--- src/rtl/clk_tick_pkg.sv ---
// Shared defaults and the counter-width helper for the clk_tick_gen timebase.
package clk_tick_pkg;

    localparam int DEF_PRE_DIV     = 12;
    localparam int DEF_US_PER_MS   = 1000;
    localparam int DEF_MS_PER_S    = 1000;
    localparam int DEF_DIV_W       = 16;
    localparam int DEF_DIV_DEFAULT = 500;

    // Bits needed to hold 0..modulus-1, never less than one bit.
    function automatic int cnt_w(input int modulus);
        return (modulus <= 2) ? 1 : $clog2(modulus);
    endfunction

endpackage

--- src/rtl/clk_tick_gen_tick_cnt.sv ---
// Modulo-MOD counter with a registered wrap pulse and a same-cycle carry for chaining.
// carry is high in the cycle whose edge will wrap the counter, so a following stage
// fed from carry advances on that same edge and its own wrap lines up with this one.
module tick_cnt
    import clk_tick_pkg::*;
#(
    parameter int MOD = 2
) (
    input  logic clk,
    input  logic rst,
    input  logic clr,
    input  logic inc,
    output logic carry,
    output logic wrap
);

    localparam int           W    = cnt_w(MOD);
    localparam logic [W-1:0] LAST = W'(MOD - 1);

    logic [W-1:0] cnt;

    assign carry = inc && (cnt == LAST);

    // Count on inc, wrap at LAST, and register a one-cycle wrap pulse.
    always_ff @(posedge clk or negedge rst) begin
        if (!rst) begin
            cnt  <= '0;
            wrap <= 1'b0;
        end else if (clr) begin
            cnt  <= '0;
            wrap <= 1'b0;
        end else begin
            wrap <= carry;
            if (carry) begin
                cnt <= '0;
            end else if (inc) begin
                cnt <= cnt + W'(1);
            end
        end
    end

endmodule

--- src/rtl/clk_tick_gen.sv ---
// Timebase: 1 us / 1 ms / 1 s clock-enable ticks plus a programmable square wave.
//
// div_ld is a single-cycle strobe with no back-pressure: whenever it is high on an
// edge, div_val is taken (even while en=0 or sync_clr=1). A captured value waits as
// pending until the next square-wave boundary (a toggle, or any microsecond wrap while
// the divisor is 0); a newer strobe before then simply replaces it.
module clk_tick_gen
    import clk_tick_pkg::*;
#(
    parameter int PRE_DIV     = DEF_PRE_DIV,
    parameter int US_PER_MS   = DEF_US_PER_MS,
    parameter int MS_PER_S    = DEF_MS_PER_S,
    parameter int DIV_W       = DEF_DIV_W,
    parameter int DIV_DEFAULT = DEF_DIV_DEFAULT
) (
    input  logic             clk,
    input  logic             rst,
    input  logic             en,
    input  logic             sync_clr,
    input  logic             div_ld,
    input  logic [DIV_W-1:0] div_val,
    output logic             tick_us,
    output logic             tick_ms,
    output logic             tick_s,
    output logic             sq_out,
    output logic             sq_edge,
    output logic [DIV_W-1:0] div_cur
);

    logic us_carry;
    logic ms_carry;
    logic s_carry_unused;

    logic [DIV_W-1:0] half_cnt;
    logic [DIV_W-1:0] div_pend;
    logic             pend;

    logic             div_zero;
    logic             half_last;
    logic             boundary;
    logic             ld_pend;
    logic [DIV_W-1:0] ld_val;

    // Prescaler: clk cycles -> microseconds. Held while en=0.
    tick_cnt #(.MOD(PRE_DIV)) u_pre (
        .clk   (clk),
        .rst   (rst),
        .clr   (sync_clr),
        .inc   (en),
        .carry (us_carry),
        .wrap  (tick_us)
    );

    // Milliseconds, advancing on the same edge the prescaler wraps.
    tick_cnt #(.MOD(US_PER_MS)) u_ms (
        .clk   (clk),
        .rst   (rst),
        .clr   (sync_clr),
        .inc   (us_carry),
        .carry (ms_carry),
        .wrap  (tick_ms)
    );

    // Seconds, advancing on the same edge the ms stage wraps.
    tick_cnt #(.MOD(MS_PER_S)) u_s (
        .clk   (clk),
        .rst   (rst),
        .clr   (sync_clr),
        .inc   (ms_carry),
        .carry (s_carry_unused),
        .wrap  (tick_s)
    );

    // Boundary detection and the divisor value that would be applied this edge.
    always_comb begin
        div_zero  = (div_cur == '0);
        half_last = !div_zero && (half_cnt == div_cur - DIV_W'(1));
        boundary  = us_carry && (div_zero || half_last);
        ld_pend   = div_ld || pend;
        ld_val    = div_ld ? div_val : div_pend;
    end

    // Divisor pending/apply: a strobe on a boundary edge takes effect on that edge.
    always_ff @(posedge clk or negedge rst) begin
        if (!rst) begin
            div_cur  <= DIV_W'(DIV_DEFAULT);
            div_pend <= '0;
            pend     <= 1'b0;
        end else if (boundary && !sync_clr && ld_pend) begin
            div_cur  <= ld_val;
            div_pend <= ld_val;
            pend     <= 1'b0;
        end else begin
            div_pend <= ld_val;
            pend     <= ld_pend;
        end
    end

    // Half-period counter and square wave; a zero divisor parks the wave at its level.
    always_ff @(posedge clk or negedge rst) begin
        if (!rst) begin
            half_cnt <= '0;
            sq_out   <= 1'b0;
            sq_edge  <= 1'b0;
        end else if (sync_clr) begin
            half_cnt <= '0;
            sq_out   <= 1'b0;
            sq_edge  <= 1'b0;
        end else begin
            sq_edge <= us_carry && half_last;
            if (us_carry) begin
                if (div_zero || half_last) begin
                    half_cnt <= '0;
                end else begin
                    half_cnt <= half_cnt + DIV_W'(1);
                end
                if (half_last) begin
                    sq_out <= ~sq_out;
                end
            end
        end
    end

endmodule

--- config.mk ---
export PLATFORM = sky130hd
export DESIGN_NAME = clk_tick_gen
export DESIGN_NICKNAME = d
export VERILOG_FILES = /design/src/rtl/clk_tick_pkg.sv /design/src/rtl/clk_tick_gen_tick_cnt.sv /design/src/rtl/clk_tick_gen.sv
export SDC_FILE = /design/constraint.sdc
export NUM_CORES = 1
export LEC_CHECK = 0
export CAP_MARGIN = 5
export CORE_ASPECT_RATIO = 1.1
export CORE_MARGIN = 1
export CORE_UTILIZATION = 45
export DETAILED_ROUTE_END_ITERATION = 10
export PLACE_DENSITY = 0.72
export SLEW_MARGIN = 20
export SYNTH_ARGS = -nofsm -noshare
export SYNTH_HDL_FRONTEND = slang
export SYNTH_HIERARCHICAL = 1
export SYNTH_SLANG_ARGS = --single-unit
--- constraint.sdc ---
create_clock -name clk -period 6.32 [get_ports clk]
set_clock_uncertainty 0.05 [all_clocks]
set_input_delay 1.896 -clock clk [delete_from_list [all_inputs] [get_ports clk]]
set_output_delay 1.896 -clock clk [all_outputs]
set_load 0.01 [all_outputs]
---- Yosys cells after proc, flatten, opt, wreduce, memory -nomap -nowiden ----
Index checks and enable logic that the tools add are counted.
operators by class
  reductions and logical operators ........ 19
  bitwise operators ....................... 1
  $add $sub $neg .......................... 5
  muxes and demuxes ....................... 21
  equal/unequal tests ..................... 4
operators by type and width
  cell                     number
  $mux W16                 4
  $mux W10                 6
  $add A10 B1 Y10 const B  2
  $eq A10 B10 Y1 const B   2
  $add A16 B1 Y16 const B  1
  $eq A16 B16 Y1           1
  $logic_not A16 Y1        1
  $sub A16 B1 Y16 const B  1
  $mux W4                  3
  $reduce_bool A3 Y1       3
  $logic_and A1 B1 Y1      8
  $mux W1                  8
  $add A4 B1 Y4 const B    1
  $eq A4 B4 Y1 const B     1
  $reduce_bool A2 Y1       2
  $logic_not A1 Y1         2
  $logic_or A1 B1 Y1       2
  $reduce_and A2 Y1        1
  $not A1 Y1               1
word-level totals
  word-level logic and storage cells ...... 62
  output and inout bits ................... 21
  bits of input ports ..................... 21
  register bits ........................... 78

---- Logic depth before layout (Yosys ltp) ----
  depth after elaboration ................. 8
  mapped depth ............................ 12
  gate-level depth less buffers ........... 9

---- Modules after synthesis ----
The synthesis kept the hierarchy.
modules (own cells, without submodules)
  module               sequential area each (µm²)  area an instance (µm²)  cells an instance  times used
  clk_tick_gen         1,283.7                     3,216.8                 356                1
  tick_cnt (u_ms ...)  275.3                       578.1                   60                 2
  tick_cnt (u_pre)     125.1                       244.0                   24                 1

---- Worst setup path after synthesis ----
No wires, ideal clock.
  path type ............................... input to register
  start ................................... input port en
  end ..................................... register u_s.cnt[8]
  data arrival time ....................... 3,805 ps
  required time ........................... 6,154 ps
  path buffers ............................ 0
  stages on the path ...................... 7
  setup slack ............................. 2,349 ps
  setup time .............................. 116 ps
  cells stage by stage .................... nand4b_1 > inv_1 > nand4bb_1 > nor3_1 > o211ai_2 > or4b_1 > o311ai_0
on the way
  longest elaborated chain between the ends .. 5
  elaborated cells between the ends (all ways) .. 6
  those cells by class .................... mux (2); reduce/logical (4)
RTL lines
  what                     RTL line                     RTL
  start: declaration       clk_tick_gen.sv:18           input logic en,
  $logic_and A1 B1 Y1 (*)  clk_tick_gen_tick_cnt.sv:22  assign carry = inc && (cnt == LAST);
  via us_carry             clk_tick_gen.sv:30           logic us_carry;
  $logic_and A1 B1 Y1 (*)  clk_tick_gen_tick_cnt.sv:22
  via ms_carry             clk_tick_gen.sv:31           logic ms_carry;
  $logic_and A1 B1 Y1      clk_tick_gen_tick_cnt.sv:22
  $mux W10                 clk_tick_gen_tick_cnt.sv:34  if (carry) begin
  $mux W10                 clk_tick_gen_tick_cnt.sv:29  end else if (clr) begin
  end signal: assignment   clk_tick_gen_tick_cnt.sv:37  cnt <= cnt + W'(1);
  end: declaration         clk_tick_gen_tick_cnt.sv:20  logic [W-1:0] cnt;
The timed path passes the listed nets; every way through them passes the cells marked *.
A chain may end at the register's enable or synchronous reset.

---- Worst setup path after layout ----
  start ................................... input port en
  end ..................................... register div_cur[2]
on the way
  longest elaborated chain between the ends .. 4
RTL lines
  what                               RTL line                     RTL
  $logic_and A1 B1 Y1                clk_tick_gen_tick_cnt.sv:22
  via us_carry                       clk_tick_gen.sv:30
  $logic_and A1 B1 Y1                clk_tick_gen.sv:78           boundary = us_carry && (div_zero || half_last);
  $logic_and A1 B1 Y1 (2 in series)  clk_tick_gen.sv:89           end else if (boundary && !sync_clr && ld_pend) begin
  end signal: assignment             clk_tick_gen.sv:86           div_cur <= DIV_W'(DIV_DEFAULT);
  end signal: assignment             clk_tick_gen.sv:90           div_cur <= ld_val;
  end: declaration                   clk_tick_gen.sv:27           output logic [DIV_W-1:0] div_cur
The timed path passes the listed nets, and every way through them passes these cells.

==> flow_summary_export.csv <==
group,metric,value,unit
worst_setup_path,critical_path_buf_inv_count,2,
clocking,cts_made_buffers,9,
logic_synthesis,synth_area_per_cell,9.23,um2
power_and_ir_drop,total_switching_power,227,uW
power_and_ir_drop,power.switching_fraction,0.227,
worst_setup_path,cp_data_required_time,6.56,ns
worst_setup_path,critical_path_arrival,4.63,ns
logic_synthesis,synth_top_flop_cell,"dfrtp_1",
logic_synthesis,share_of_synthesized_area_occupied_by_flip_flops_and_latches,0.424,
timing,slew_headroom,0.277,
global_route,grt_antenna_before_repair,0,
global_route,via_count_of_the_first_global_routing_pass,3865,
logic_synthesis,synth_largest_area_cell,"dfrtp_1",
logic_synthesis,post-synth-top-count-cell,"dfrtp_1",
final_layout,num_antenna_cells,0,
clocking,tritoncts,"done",
worst_setup_path,worstSetupPathType,"in2reg",
route,detail_route.wirelength,11.0,mm
clocking,postCtsHoldBufs,0,
route,route.detailed.wl_per_inst,16.9,um
floorplan,die_h,108,um
clocking,post_cts_resize_count,0,
worst_setup_path,critical_path.max_stage_delay,0.87,ns
global_route,tot_gr_track_use,0.221,
worst_setup_path,cp_top_family,"simple AND/OR/NAND/NOR gates",
global_route,grt_busiest_layer,"met2",
floorplan,core.rowCount,38,
worst_setup_path,critical_path.reg2reg.endpoint,"div_cur[14]",
power_and_ir_drop,max_ir_drop_vdd,0.132,mV
timing,grt_setup_unrepaired,"false",
final_layout,final_net_count,554,
logic_synthesis,synth_top_area_frac,0.390,
timing,setup-tns-final,0,ns
final_layout,final_layout_size_suffix_gt1_frac,0.118,
timing,timing_hold_violations_final,0,
timing,final.period_utilization,0.694,
worst_setup_path,rrSetupSlack,2.55,ns
floorplan,dieWidth,98.6,um
power_and_ir_drop,p_per_area,188,nW/um2
global_route,global_route.overflow_total,0,
place,detailed_place_hpwl,7.58,mm
clocking,clock_path_buffers,2,
final_layout,final_core_util,0.535,
worst_setup_path,end_kind,"flip-flop",
route,drcViolationCount,0,
route,vias_after_detailed_routing,4074,
worst_setup_path,crit_cells,7,
place,globalplace.congestion,0.879,
clocking,cts_sinks,78,
power_and_ir_drop,comb_power_share,0.059,
worst_setup_path,slowest_stage,"nor2_1",
logic_synthesis,synth.ff_latch_count,78,
route,detail-route-antenna-nets,0,
min_path,hold_class,"reg2reg",
worst_setup_path,critical_path.startpoint_type,"input port",
timing,finalCriticalPeriod,4.38,ns
floorplan,initial_core_util,0.465,
global_route,largest_net_degree_at_the_start_of_global_routing,79,
timing,maxClockFrequency,228,MHz
timing,timing.final.max_slew_violations,0,
run,timing.max_cap.violations,0,
logic_synthesis,yosys_warnings,6,
logic_synthesis,synth.top_cells.by_area,"dfrtp_1, nand2_1, mux2_2",
worst_setup_path,worst_r2r_path_depth,7,
route,drt_first_pass_iters,5,
clocking,htree_levels,3,
worst_setup_path,setup.worst_path.start,"en",
global_route,globalRouteMet3Util,0.0394,
global_route,met1_usage,0.278,
logic_synthesis,post_synth_inst_count,500,
clocking,cts_post_setup_buffers_inserted,0,
clocking,clk-insertion-delay-late,0.36,ns
worst_setup_path,critical_path.cell_chain,"clkdlybuf4s50_1 > nand4b_1 > inv_1 > nor2b_1 > o21ai_1 > nor2_1 > a221o_1",
floorplan,ios,42,
global_route,global_route_wire_length_before_repair,18.7,mm
logic_synthesis,ys_types,60,
timing,tightestPinTransition,1.08,ns
power_and_ir_drop,total_leakage_power,0.00207,uW
route,dr.first_iter.drc_count,219,
logic_synthesis,synth.cells.most_frequent,"dfrtp_1, nand2_1, nor2_1",
logic_synthesis,postSynth.asyncResetShare,1.00,
logic_synthesis,post_synth_instance_area,4620,um2
timing,setup_viol,0,
logic_synthesis,syn_nets,527,
power_and_ir_drop,power.share.sequential,0.518,
logic_synthesis,synth_edf_count,0,
place,port-buffer-count,41,
outcome,status,"finished, final reports clean",
final_layout,areaGrowthSynthToFinish,15.2,%
clocking,clk_pin_slew,0.08,ns
floorplan,fp.dieArea,10700,um2
route,drt-vias-per-instance,6.25,
worst_setup_path,path_max_fanout,16,
power_and_ir_drop,clockPowerShare,0.424,
floorplan,core_area,9940,um2
global_route,met2_usage,0.381,
power_and_ir_drop,cellInternalPower,773,uW
worst_setup_path,reg2reg_from,"div_cur[0]",
clocking,clk_root_buffer_cell,"clkbuf_8",
worst_setup_path,cp-endpoint,"div_cur[2]",
-- placed cells by master, fill, tap and decap left out, drive strengths merged, types with 12 or more instances in the layout --
cell type      instances
nand3                 22
clkdlybuf4s50         40
nor2                  29
o21ai                 30
inv                   13
nor3                  26
dfrtp                 72
a21oi                 25
mux2                  16
or3                   15
nand2                 60
a221o                 12
o211ai                17
-- how the worst min path moves through the flow --
stage                            start      endpoint  slack (ns)  cells after the start
after CTS                  div_pend[3]   div_pend[3]        0.48                      1
after detailed placement   div_pend[8]   div_pend[8]        0.45                      1
after floorplan            u_ms/cnt[1]   u_ms/cnt[1]        0.43                      2
after global routing      div_pend[14]  div_pend[14]        0.49                      1
final                      div_pend[3]   div_pend[3]        0.47                      1
after global placement      u_s/cnt[1]    u_s/cnt[1]        0.45                      2
-- registers in the layout (all words and copies together) (netlist names) --
register and cells:
div_cur 16, div_pend 16, half_cnt 16, u_ms/cnt 10, u_s/cnt 10, u_pre/cnt 4
pend 1, sq_edge 1, sq_out 1, u_ms/wrap 1, u_pre/wrap 1, u_s/wrap 1
-- power groups by stage --
stage	registers [uW]	clock network [uW]	logic (uW)
floorplan	526	0	27.6
global placement	527	0	56.9
detailed placement	528	0	58.4
CTS	518	432	58.6
global route	519	453	66.3
finish	518	423	58.8
-- logic make-up after synthesis --
kind of cell | share of synthesized area
AOI/OAI and AO/OA | 0.199
xor gates and xnor gates | 0.0360
adders and majority gates | 0.0163
buffers and inverters | 0.0401
DFF | 0.424
muxes | 0.0455
and+or+nand+nor | 0.238
-- metal layers --
metal  routed length, um  vias to the layer above
met5                   0                        -
met1                4840                     1999
met4                 141                        0
met2                5500                      139
met3                 513                       19
li1                    -                     1917
-- worst reg2reg max path, cell delays in order (launching register included) --
cell     delay (ns)
dfrtp_1        0.49
or4_4          0.64
or4_1          0.53
o311a_2        0.15
a22oi_4        0.21
nand3_2        0.42
or3_1          0.77
a221o_1        0.39
-- per-stage QoR --
step | std cells | area, um2 | setup WS, ns | power, uW | hold WS (ns)
after detailed placement | 635 | 5070 | 1.64 | 586 | 0.453
after global placement | 635 | 5070 | 1.80 | 584 | 0.446
after CTS | 651 | 5300 | 1.99 | 1010 | 0.475
after floorplan | 500 | 4620 | 2.35 | 554 | 0.425
final | 652 | 5320 | 1.94 | 1000 | 0.469
after global routing | 652 | 5320 | 1.70 | 1040 | 0.493
-- final cells by class --
| cell class | instances | area (um2) |
|---|---|---|
| fill | 883 | 4620 |
| multi-input combinational | 379 | 2470 |
| sequential | 78 | 1960 |
| timing repair buffer | 47 | 465 |
| tap | 120 | 150 |
| clock buffer | 11 | 141 |
| clock inverter | 5 | 81.3 |
| inverter | 12 | 45.0 |
(Power assumes the default switching activity.)
